### src/rtl/data_memory_pkg.sv
// Shared types and helpers for the data memory with integrated hardware stack.
// Holds the operation encoding, the per-cycle priority decode and default widths.
package data_memory_pkg;

    localparam int DEF_DATA_WIDTH  = 32;
    localparam int DEF_ADDR_WIDTH  = 5;
    localparam int DEF_STACK_DEPTH = 8;

    typedef enum logic [2:0] {
        OP_IDLE  = 3'd0,
        OP_READ  = 3'd1,
        OP_WRITE = 3'd2,
        OP_PUSH  = 3'd3,
        OP_POP   = 3'd4,
        OP_SWAP  = 3'd5
    } mem_op_t;

    // Priority: swap, push, pop, write, read; a swap on an empty stack degrades to a push
    function automatic mem_op_t decode_op(
        input logic push,
        input logic pop,
        input logic wr,
        input logic rd,
        input logic empty
    );
        mem_op_t op;
        if (push && pop && !empty) begin
            op = OP_SWAP;
        end else if (push) begin
            op = OP_PUSH;
        end else if (pop) begin
            op = OP_POP;
        end else if (wr) begin
            op = OP_WRITE;
        end else if (rd) begin
            op = OP_READ;
        end else begin
            op = OP_IDLE;
        end
        return op;
    endfunction

endpackage

### src/rtl/stack_pointer_ctrl.sv
// Stack bookkeeping: occupancy count, full/empty decode, sticky error flags
// and the push/top word addresses for a stack growing down from the top of memory.
module stack_pointer_ctrl
    import data_memory_pkg::*;
#(
    parameter int ADDR_WIDTH  = DEF_ADDR_WIDTH,
    parameter int STACK_DEPTH = DEF_STACK_DEPTH,
    parameter int CNT_WIDTH   = $clog2(STACK_DEPTH + 1)
) (
    input  logic                  clock,
    input  logic                  reset_n,
    input  mem_op_t               i_op,
    output logic [CNT_WIDTH-1:0]  o_count,
    output logic                  o_full,
    output logic                  o_empty,
    output logic                  o_overflow,
    output logic                  o_underflow,
    output logic [ADDR_WIDTH-1:0] o_push_addr,
    output logic [ADDR_WIDTH-1:0] o_top_addr
);

    localparam logic [CNT_WIDTH-1:0]  FULL_CNT = CNT_WIDTH'(STACK_DEPTH);
    localparam logic [CNT_WIDTH-1:0]  ONE_CNT  = CNT_WIDTH'(1);
    localparam logic [ADDR_WIDTH-1:0] ONE_ADDR = ADDR_WIDTH'(1);

    logic [CNT_WIDTH-1:0]  r_count;
    logic                  r_overflow;
    logic                  r_underflow;
    logic [ADDR_WIDTH-1:0] w_cnt_addr;

    assign w_cnt_addr = ADDR_WIDTH'(r_count);

    // DEPTH-1-count is the bitwise complement in ADDR_WIDTH bits; top sits one word above
    assign o_push_addr = ~w_cnt_addr;
    assign o_top_addr  = ~w_cnt_addr + ONE_ADDR;

    assign o_count     = r_count;
    assign o_full      = (r_count == FULL_CNT);
    assign o_empty     = (r_count == '0);
    assign o_overflow  = r_overflow;
    assign o_underflow = r_underflow;

    // Count update and sticky error capture
    always_ff @(posedge clock) begin
        if (!reset_n) begin
            r_count     <= '0;
            r_overflow  <= 1'b0;
            r_underflow <= 1'b0;
        end else begin
            case (i_op)
                OP_PUSH: begin
                    if (o_full) begin
                        r_overflow <= 1'b1;
                    end else begin
                        r_count <= r_count + ONE_CNT;
                    end
                end
                OP_POP: begin
                    if (o_empty) begin
                        r_underflow <= 1'b1;
                    end else begin
                        r_count <= r_count - ONE_CNT;
                    end
                end
                default: begin
                end
            endcase
        end
    end

endmodule

### src/rtl/data_stack_memory.sv
// Word-addressed synchronous RAM with random access plus a hardware stack
// occupying the top STACK_DEPTH words; registered read/pop data output.
module data_stack_memory
    import data_memory_pkg::*;
#(
    parameter int DATA_WIDTH  = DEF_DATA_WIDTH,
    parameter int ADDR_WIDTH  = DEF_ADDR_WIDTH,
    parameter int STACK_DEPTH = DEF_STACK_DEPTH,
    parameter int CNT_WIDTH   = $clog2(STACK_DEPTH + 1)
) (
    input  logic                  clock,
    input  logic                  reset_n,
    input  logic [ADDR_WIDTH-1:0] address,
    input  logic [DATA_WIDTH-1:0] data_in,
    output logic [DATA_WIDTH-1:0] data_out,
    output logic                  data_valid,
    input  logic                  sig_enable_data_memory_write,
    input  logic                  sig_enable_data_memory_read,
    input  logic                  sig_push,
    input  logic                  sig_pop,
    output logic                  flag_full,
    output logic                  flag_empty,
    output logic                  flag_overflow,
    output logic                  flag_underflow,
    output logic [CNT_WIDTH-1:0]  stack_count
);

    localparam int DEPTH = 2 ** ADDR_WIDTH;

    logic [DATA_WIDTH-1:0] r_mem [DEPTH];
    logic [DATA_WIDTH-1:0] r_data_out;
    logic                  r_data_valid;
    mem_op_t               w_op;
    logic [ADDR_WIDTH-1:0] w_push_addr;
    logic [ADDR_WIDTH-1:0] w_top_addr;

    assign w_op = decode_op(sig_push, sig_pop, sig_enable_data_memory_write,
                            sig_enable_data_memory_read, flag_empty);

    stack_pointer_ctrl #(
        .ADDR_WIDTH  (ADDR_WIDTH),
        .STACK_DEPTH (STACK_DEPTH),
        .CNT_WIDTH   (CNT_WIDTH)
    ) u_stack_pointer_ctrl (
        .clock       (clock),
        .reset_n     (reset_n),
        .i_op        (w_op),
        .o_count     (stack_count),
        .o_full      (flag_full),
        .o_empty     (flag_empty),
        .o_overflow  (flag_overflow),
        .o_underflow (flag_underflow),
        .o_push_addr (w_push_addr),
        .o_top_addr  (w_top_addr)
    );

    // RAM write port; contents are deliberately left untouched by reset
    always_ff @(posedge clock) begin
        if (reset_n) begin
            case (w_op)
                OP_WRITE: r_mem[address] <= data_in;
                OP_PUSH: begin
                    if (!flag_full) begin
                        r_mem[w_push_addr] <= data_in;
                    end
                end
                OP_SWAP:  r_mem[w_top_addr] <= data_in;
                default: begin
                end
            endcase
        end
    end

    // Registered read/pop/swap data with a one-cycle valid pulse
    always_ff @(posedge clock) begin
        if (!reset_n) begin
            r_data_out   <= '0;
            r_data_valid <= 1'b0;
        end else begin
            r_data_valid <= 1'b0;
            case (w_op)
                OP_READ: begin
                    r_data_out   <= r_mem[address];
                    r_data_valid <= 1'b1;
                end
                OP_POP: begin
                    if (!flag_empty) begin
                        r_data_out   <= r_mem[w_top_addr];
                        r_data_valid <= 1'b1;
                    end
                end
                OP_SWAP: begin
                    r_data_out   <= r_mem[w_top_addr];
                    r_data_valid <= 1'b1;
                end
                default: begin
                end
            endcase
        end
    end

    assign data_out   = r_data_out;
    assign data_valid = r_data_valid;

endmodule

### config.mk
export PLATFORM = sky130hd
export DESIGN_NAME = data_stack_memory
export DESIGN_NICKNAME = d
export VERILOG_FILES = /design/src/rtl/data_memory_pkg.sv /design/src/rtl/stack_pointer_ctrl.sv /design/src/rtl/data_stack_memory.sv
export SDC_FILE = /design/constraint.sdc
export NUM_CORES = 1
export LEC_CHECK = 0
export CAP_MARGIN = 30
export CORE_UTILIZATION = 55
export CTS_BUF_LIST = sky130_fd_sc_hd__clkbuf_16
export CTS_CLUSTER_DIAMETER = 60
export DETAILED_ROUTE_END_ITERATION = 7
export PLACE_DENSITY = 0.78
export SYNTH_ARGS = -nofsm -noshare
export SYNTH_HDL_FRONTEND = slang
export SYNTH_SLANG_ARGS = --single-unit
### constraint.sdc
create_clock -name clock -period 9.2 [get_ports clock]
set_input_delay 0.92 -clock clock [delete_from_list [all_inputs] [get_ports clock]]
set_output_delay 0.92 -clock clock [all_outputs]
set_load 0.005 [all_outputs]
Word level (Yosys, flattened, before mapping)
Memories as Yosys holds them, arrays and structs flattened.
Index checks and enable logic that the tools add are counted.

cells by class
  add/sub/neg operators = 3
  bitwise logic cells = 1
  multiplexer cells = 28
  equality and inequality tests = 8
  reductions and logical operators = 13

operators by type and width
  operator               count
  $mux W32               3
  $pmux W32 S3           1
  $reduce_or A32 Y1      2
  $mux W1                14
  $mux W5                2
  $mux W3                3
  $mux W4                2
  $pmux W4 S2            1
  $eq A3 B2 Y1 const B   2
  $eq A3 B3 Y1 const B   2
  $reduce_and A2 Y1      3
  $add A5 B1 Y5 const B  1
  $not A4 Y5             1
  $add A4 B1 Y4 const B  1
  $eq A4 B4 Y1 const B   1
  $logic_not A4 Y1       1
  $ne A2 B2 Y1 const B   2
  $sub A4 B1 Y4 const B  1
  $eq A3 B1 Y1 const B   1
  $reduce_and A3 Y1      1
  $reduce_bool A3 Y1     1
  $logic_and A1 B1 Y1    2
  $mux W2                1
  $pmux W1 S2            1
  other kinds (3)        3

storage, ports and cells
  output and inout bits = 41
  input bits = 43
  flip-flop bits (word level) = 39
  RAM bits = 1024
  logic and storage cells = 59
  memories = 1

memories
  memory  depth  bits a word  rd ports  clocked after Yosys merged registers in  wr ports  RTL line                 text
  r_mem   32     32           2         0                                        1         data_stack_memory.sv:30  logic [DATA_WIDTH-1:0] r_mem [DEPTH];

Depth between registers and ports, before layout
Gate-level depths: netlist (run 1).

  word-level depth = 12
  depth in mapped cells = 11
  gate-level depth less buffers = 8

Modules after synthesis
Synthesis (run 1) repeated with hierarchy kept, for this count alone.

unflattened totals
  cell total of the unflattened synthesis = 2425
  area, all modules = 48380.2 sq um

by module, submodules not included
  module              sequential area each (sq um)  cells each  times used  area an instance (sq um)
  data_stack_memory   31410.1                       2379        1           47968.5
  stack_pointer_ctrl  120.1                         46          1           411.6

Least setup slack after synthesis (run 1)
OpenSTA, ideal clock, no wires.

  kind = input to register
  from = in reset_n
  to = mem r_mem[25][0] (netlist bit) (enable)
  required time = 8698 ps
  buffers on the path = 1
  arrival time = 5266 ps
  cell stages on the path = 6
  setup slack = 3432 ps
  cell sequence = clkbuf_1 > nand2_1 > a211o_1 > a211oi_2 > o211ai_1 > nor4_1

on the way
  word-level cells in the longest chain between the ends = 5
  elaborated cells between the ends (all ways) = 12

RTL lines
  element                                                                   RTL line                 text
  start: declaration                                                        data_stack_memory.sv:12  input logic reset_n,
  $mux W1                                                                   data_stack_memory.sv:59  if (reset_n) begin
  $mux W1 (not written as such)                                             data_stack_memory.sv:64  r_mem[w_push_addr] <= data_in;
  $reduce_or A32 Y1 (no source line)                                        --
  $mux W5 (no source line) / $mux W1 (equally long branches) (2 in series)  --
  end: declaration                                                          data_stack_memory.sv:30

Several ways; a longest one is shown, not always the timed one.

Final worst setup path (run 1)
  from = reg u_stack_pointer_ctrl.r_count[0] (netlist: u_stack_pointer_ctrl.o_count[0])
  to = mem r_mem[15][18] (netlist bit) (enable)

on the way
  elaborated cells between the ends (all ways) = 26

RTL lines
  element                                          RTL line                  text
  start: declaration                               stack_pointer_ctrl.sv:26  logic [CNT_WIDTH-1:0] r_count;
  start signal: assignment                         stack_pointer_ctrl.sv:55  r_count <= r_count + ONE_CNT;
  start signal: assignment                         stack_pointer_ctrl.sv:62  r_count <= r_count - ONE_CNT;
  $not A4 Y5 (*)                                   stack_pointer_ctrl.sv:34  assign o_push_addr = ~w_cnt_addr;
  named net u_stack_pointer_ctrl.o_push_addr[0]    stack_pointer_ctrl.sv:18  output logic [ADDR_WIDTH-1:0] o_push_addr,
  $add A5 B1 Y5 / $mux W5 (equally long branches)  --
  $mux W5 (no source line) (*)                     --

The timed path passes the listed nets; every way through them passes the cells marked *.

==> results.yml, run 1 <==
clock_network:
  ctsHoldBuffers: 0
  post_cts.repair.setup_buffers: 0
  htreeDepth: 3
  cts_root_buffer: "clkbuf_16"
  cts_tree: "built"
  clk_pin_slew_ns: 0.06
  clk_latency_ns: 0.67
  cts_sinks: 1063
  cts_resized: 0
  cts_inserted_buffers: 108
  clk_path_buf_depth: 3
routing:
  viasPerCell: 6.98
  drt_wl_total_um: 112000
  wl_per_cell_um: 32.7
  drc: 2
  ant_nets: 0
  vias: 23897
  first_pass_iters: 8
  drtIter0Drc: 2979
worst_setup_path:
  path_buf_inv: 3
  crit_chain: "clkinv_1 -> ha_4 -> or3b_1 -> inv_2 -> nor3_2 -> a211oi_2 -> or4_4 -> nor3_4 -> buf_4"
  arrival_ns: 5.04
  cpPeakStageDelay_ns: 0.87
  end_kind: "flop"
  cp_slowest_cell: "nor3_4"
  cp.required_ns: 9.52
  worstPathMaxFanout: 22
  start_kind: "flop"
  crit_family: "simple AND/OR/NAND/NOR gates"
  path_class: "reg2reg"
yosys:
  ys_seq_area_share_pct: 70.5
  synth_seq_cells: 1063
  async_flop_share_pct: 0
  yosysMostFrequentCell: "edfxtp_1"
  yosysTopAreaCell: "edfxtp_1"
  synth_top_area_share_pct: 68.8
  synth.mux.area_fraction_pct: 22.2
  yosys_warnings: 0
  synth-compound-area-share_pct: 4.24
  yosys.area_share.simple_pct: 1.27
  synth-adder-area-share_pct: 0.129
  synth_ff_type: "edfxtp_1"
  ys_top_cells_by_count: "edfxtp_1, mux4_2, mux2i_1"
  synthesis.nets: 2191
  synthXorXnorAreaFrac_pct: 0.0588
  synth_top_family_by_area: "multiplexers"
  synth_edf_count: 1024
  synth.distinct_cells: 57
  ys_top_cells_by_area: "edfxtp_1, mux4_2, mux2i_1"
  synth_cells: 2144
  syn-cell-area_um2: 44700
  syn_avg_cell_area_um2: 20.9
timing:
  relSlewSlack_pct: 29.0
  post-route-period-util_pct: 51.3
  max_freq_mhz: 212
  period_needed_ns: 4.72
  setup_viol: 0
  rsz0062_at_grt: "no"
  drv_slew: 0
  setup-tns-final_ns: 0
  final.setup_skew_ns: 0.0177
  final_hold_viol_count: 0
  worst_pin_slew_ns: 1.06
power_and_ir_drop:
  switching_share_pct: 28.3
  clkPwrFrac_pct: 32.5
  p_switching_mw: 3.64
  power_density_nw_per_um2: 252
  p_comb_share_pct: 23.9
  worst_ir_drop_vdd_uv: 258
  power_frac_seq_pct: 43.6
  p_leak_nw: 16.3
  finalPower_mw: 12.9
  p_int_mw: 9.23
placed_design:
  hpwl_um: 60800
  place_congestion: 0.861
  portBuffers: 83
die:
  initial_utilization_pct: 55.6
  die-area_um2: 82400
  coreArea_um2: 80400
  rows: 104
  io_pins: 84
  die_x_um: 287
  die_h_um: 287
finish:
  area_delta_synth_final_pct: 14.1
  n_antenna_cell: 0
  drive_above_1_share_pct: 29.1
  nets: 2323
global_routing:
  grt_pass1_wl_um: 163000
  grt_util_all_layers_pct: 27.5
  grt_pass1_vias: 24686
  overflow: 0
  grt_max_degree: 114
  antenna_found_initial: 0
flow_run:
  drv_cap: 0
status:
  violations: "DRC"
  outcome: "complete, but fails checks"
hold_path:
  min_path_type: "reg2reg"
-- logic make-up (layout without fill, tap and decap cells) --
family	count (synthesis)	after routing
simple gates	97	97
compound gates	296	296
xor+xnor	3	3
flops	1063	1063
buf+inv	164	385
mux	517	517
fa+ha+maj	4	4
-- worst paths after layout --
| kind | slack [ns] | cells past startpoint | end | startpoint |
|---|---|---|---|---|
| worst max-delay path | 4.48 | 9 | r_mem[15][18] | u_stack_pointer_ctrl.o_count[0] |
| worst min-delay path | 0.48 | 1 | u_stack_pointer_ctrl.o_overflow | u_stack_pointer_ctrl.o_overflow |
| worst max register to register | 4.48 | 9 | r_mem[15][18] | u_stack_pointer_ctrl.o_count[0] |
| worst min register to register | 0.48 | 1 | u_stack_pointer_ctrl.o_overflow | u_stack_pointer_ctrl.o_overflow |
-- state kept, by name (all words and copies together) (netlist names) --
register	flops
r_mem	1024
u_stack_pointer_ctrl.o_count	4
data_valid	1
u_stack_pointer_ctrl.o_overflow	1
u_stack_pointer_ctrl.o_underflow	1
data_out	32
-- per-stage QoR --
step	setup slack [ns]	cell area, µm²	instances	utilization (%)	hold slack, ns
after floorplan	3.43	44700	2144	-	0.464
after global placement	4.30	47000	3196	58.4	0.453
after detailed placement	4.19	47200	3207	58.7	0.465
after CTS	4.39	50600	3406	62.9	0.479
after global routing	4.28	51000	3425	63.4	0.513
final	4.48	51000	3425	63.4	0.475
-- per-layer routing --
metal  wire length, µm  global-route usage [%]  vias up
met2             55700                    44.9     1533
met1             40300                    36.6    12510
met3             11900                    6.31      298
li1                  -                       -     9556
met5                 0                       0        -
met4              4250                    10.3        0
-- worst register-to-register path, stage by stage (launching register included) --
cell and delay, ns:
dfxtp_4 0.59, clkinv_1 0.44, ha_4 0.34, or3b_1 0.32, inv_2 0.12, nor3_2 0.35
a211oi_2 0.11, or4_4 0.72, nor3_4 0.87, buf_4 0.50
-- placed cells by master, fill, tap and decap left out, types with 4 or more instances in the layout --
| cell | instances |
|---|---|
| edfxtp_1 | 1024 |
| mux4_2 | 378 |
| mux2i_1 | 135 |
| clkbuf_16 | 115 |
| clkdlybuf4s50_1 | 78 |
| a21oi_1 | 67 |
| o21ai_0 | 65 |
| buf_4 | 64 |
| o22ai_1 | 63 |
| dfxtp_1 | 38 |
| inv_1 | 35 |
| a211oi_1 | 34 |
| a221oi_1 | 31 |
| clkinv_2 | 26 |
| clkinv_1 | 17 |
| nand2_1 | 13 |
| nor3_2 | 12 |
| nand3_1 | 12 |
| buf_16 | 12 |
| buf_8 | 11 |
| nor2_1 | 9 |
| nor3_4 | 9 |
| bufinv_16 | 8 |
| o211ai_1 | 6 |
| and2_1 | 5 |
| nor2b_1 | 5 |
| nor2b_4 | 5 |
| nand3b_1 | 4 |
| nor2_4 | 4 |
| a22oi_1 | 4 |
| mux2_2 | 4 |
| inv_6 | 4 |
-- power groups by stage --
stage | Combinational, mW | Sequential, mW | Clock (mW)
after floorplan | 2.06 | 5.64 | 0
after global placement | 2.92 | 5.70 | 0
after detailed placement | 2.98 | 5.71 | 0
after CTS | 3.00 | 5.61 | 4.21
after global routing | 3.24 | 5.62 | 4.40
final | 3.08 | 5.61 | 4.18
-- area by class of cell --
type | instances | area (µm²)
Timing Repair Buffer | 178 | 1990
Inverter | 8 | 30.0
Clock buffer | 109 | 2730
Multi-Input combinational cell | 917 | 12700
Fill cell | 5231 | 29400
Clock inverter | 90 | 646
Tap cell | 1060 | 1330
Sequential cell | 1063 | 31500
Note: power is estimated with default switching activity, not from simulation.
==> run 2, diff against run 1 <==
- PLACE_DENSITY: 0.78 -> 0.8
- clock period: 9.2 -> 3.9 ns (I/O delays scaled with it)
==> results.yml, run 2 (synthesis gave the netlist of run 1 again) <==
clock_network:
  cts_root_buffer: "clkbuf_16"
  ctsHoldBuffers: 0
  clk_latency_ns: 0.69
  htreeDepth: 3
  cts_resized: 0
  cts_tree: "built"
  post_cts.repair.setup_buffers: 0
  cts_inserted_buffers: 106
  cts_sinks: 1063
  clk_pin_slew_ns: 0.06
  clk_path_buf_depth: 3
finish:
  mostFrequentLayoutCell: "edfxtp_1"
  layout_common_cells: "edfxtp_1, mux4_2, buf_4"
  drive_above_1_share_pct: 31.6
  nets: 2408
  largest_reg_flops: 1024
  top_register: "r_mem"
  area_delta_synth_final_pct: 16.0
  final_util_pct: 64.5
die:
  io_pins: 84
  initial_utilization_pct: 55.6
  die_x_um: 287
  die_h_um: 287
  rows: 104
  die-area_um2: 82400
  coreArea_um2: 80400
worst_setup_path:
  arrival_ns: 3.77
  r2r_cells: 10
  worstPathMaxFanout: 32
  start_kind: "flop"
  path_class: "reg2reg"
  endpoint: "r_mem[5][19]"
  timing.rr.start: "u_stack_pointer_ctrl.o_count[1]"
  r2r-end: "r_mem[5][19]"
  cp.required_ns: 4.20
  r2r_slack_ns: 0.43
  end_kind: "flop"
  crit_start: "u_stack_pointer_ctrl.o_count[1]"
status:
  outcome: "complete, no violations"
power_and_ir_drop:
  p_switching_mw: 9.15
  p_comb_share_pct: 25.2
  p_int_mw: 22.5
  switching_share_pct: 28.9
  clkPwrFrac_pct: 33.2
  worst_ir_drop_vdd_uv: 668
  p_leak_nw: 16.7
  power_frac_seq_pct: 41.6
  finalPower_mw: 31.6
  power_density_nw_per_um2: 610
routing:
  drc: 0
  wl_per_cell_um: 34.0
  vias: 24913
  drtIter0Drc: 3505
  viasPerCell: 7.10
  drt_wl_total_um: 119000
  first_pass_iters: 7
  ant_nets: 0
placed_design:
  place_congestion: 0.912
  hpwl_um: 73400
  portBuffers: 83
global_routing:
  grt_pass1_wl_um: 174000
  overflow: 0
  grt_max_degree: 70
  grt_util_all_layers_pct: 29.5
  antenna_found_initial: 7
  grt_pass1_vias: 25633
timing:
  final.setup_skew_ns: 0.0265
  worst_pin_slew_ns: 0.983
  final_hold_viol_count: 0
  max_freq_mhz: 288
  post-route-period-util_pct: 88.9
  setup-tns-final_ns: 0
  drv_slew: 0
  relSlewSlack_pct: 33.6
  rsz0062_at_grt: "no"
  period_needed_ns: 3.47
  setup_viol: 0
hold_path:
  hold_start: "reset_n"
  min_path_type: "in2reg"
flow_run:
  drv_cap: 0
[run 2: how the worst min path moves through the flow]
stage | slack, ns | cells past startpoint | to
floorplan | 0.46 | 1 | u_stack_pointer_ctrl.o_overflow
global placement | 0.46 | 1 | u_stack_pointer_ctrl.o_overflow
detailed placement | 0.46 | 1 | u_stack_pointer_ctrl.o_overflow
CTS | 0.13 | 3 | data_out[31]
global route | 0.18 | 3 | data_out[31]
finish | 0.15 | 3 | data_out[31]
[run 2: routing by layer]
layer / track usage, % / vias up / share of wire [%]
met1: 38.3 / 12912 / 35
li1: - / 9719 / -
met2: 48.6 / 1922 / 50
met3: 5.39 / 348 / 10
met5: 0 / - / 0.067
met4: 14.1 / 12 / 4.9
[run 2: metrics by stage]
stage / cells / hold WS (ns) / cell area [µm²] / setup slack (ns)
4_1_cts: 3507 / 0.132 / 51800 / 0.470
2_1_floorplan: 2144 / 0.464 / 44700 / -0.973
3_3_place_gp: 3303 / 0.456 / 48000 / 0.527
6_report: 3509 / 0.152 / 51800 / 0.434
5_1_grt: 3507 / 0.179 / 51800 / 0.257
3_5_place_dp: 3313 / 0.456 / 48300 / 0.491
[run 2: layout make-up]
cell class | count | area [µm²]
Inverter | 8 | 30.0
Timing Repair Buffer | 265 | 2620
Sequential cell | 1063 | 31500
Tap cell | 1060 | 1330
Clock buffer | 106 | 2650
Antenna cell | 2 | 5.00
Fill cell | 5052 | 28600
Multi-Input combinational cell | 917 | 12700
Clock inverter | 88 | 933
[run 2: critical path: stages (launching register included)]
cell	delay, ns
dfxtp_1	0.53
inv_1	0.16
ha_4	0.22
nand3b_1	0.23
inv_2	0.13
a211o_1	0.36
a211oi_2	0.36
o211ai_1	0.14
buf_4	0.22
nor3_2	0.18
buf_4	0.52
[run 2: power by group through the flow]
stage	registers, mW	logic, mW	clock network, mW
global placement	13.4	7.69	0
detailed placement	13.4	7.81	0
global route	13.2	8.30	11.0
finish	13.2	7.97	10.5
CTS	13.2	7.91	10.6
floorplan	13.3	4.88	0
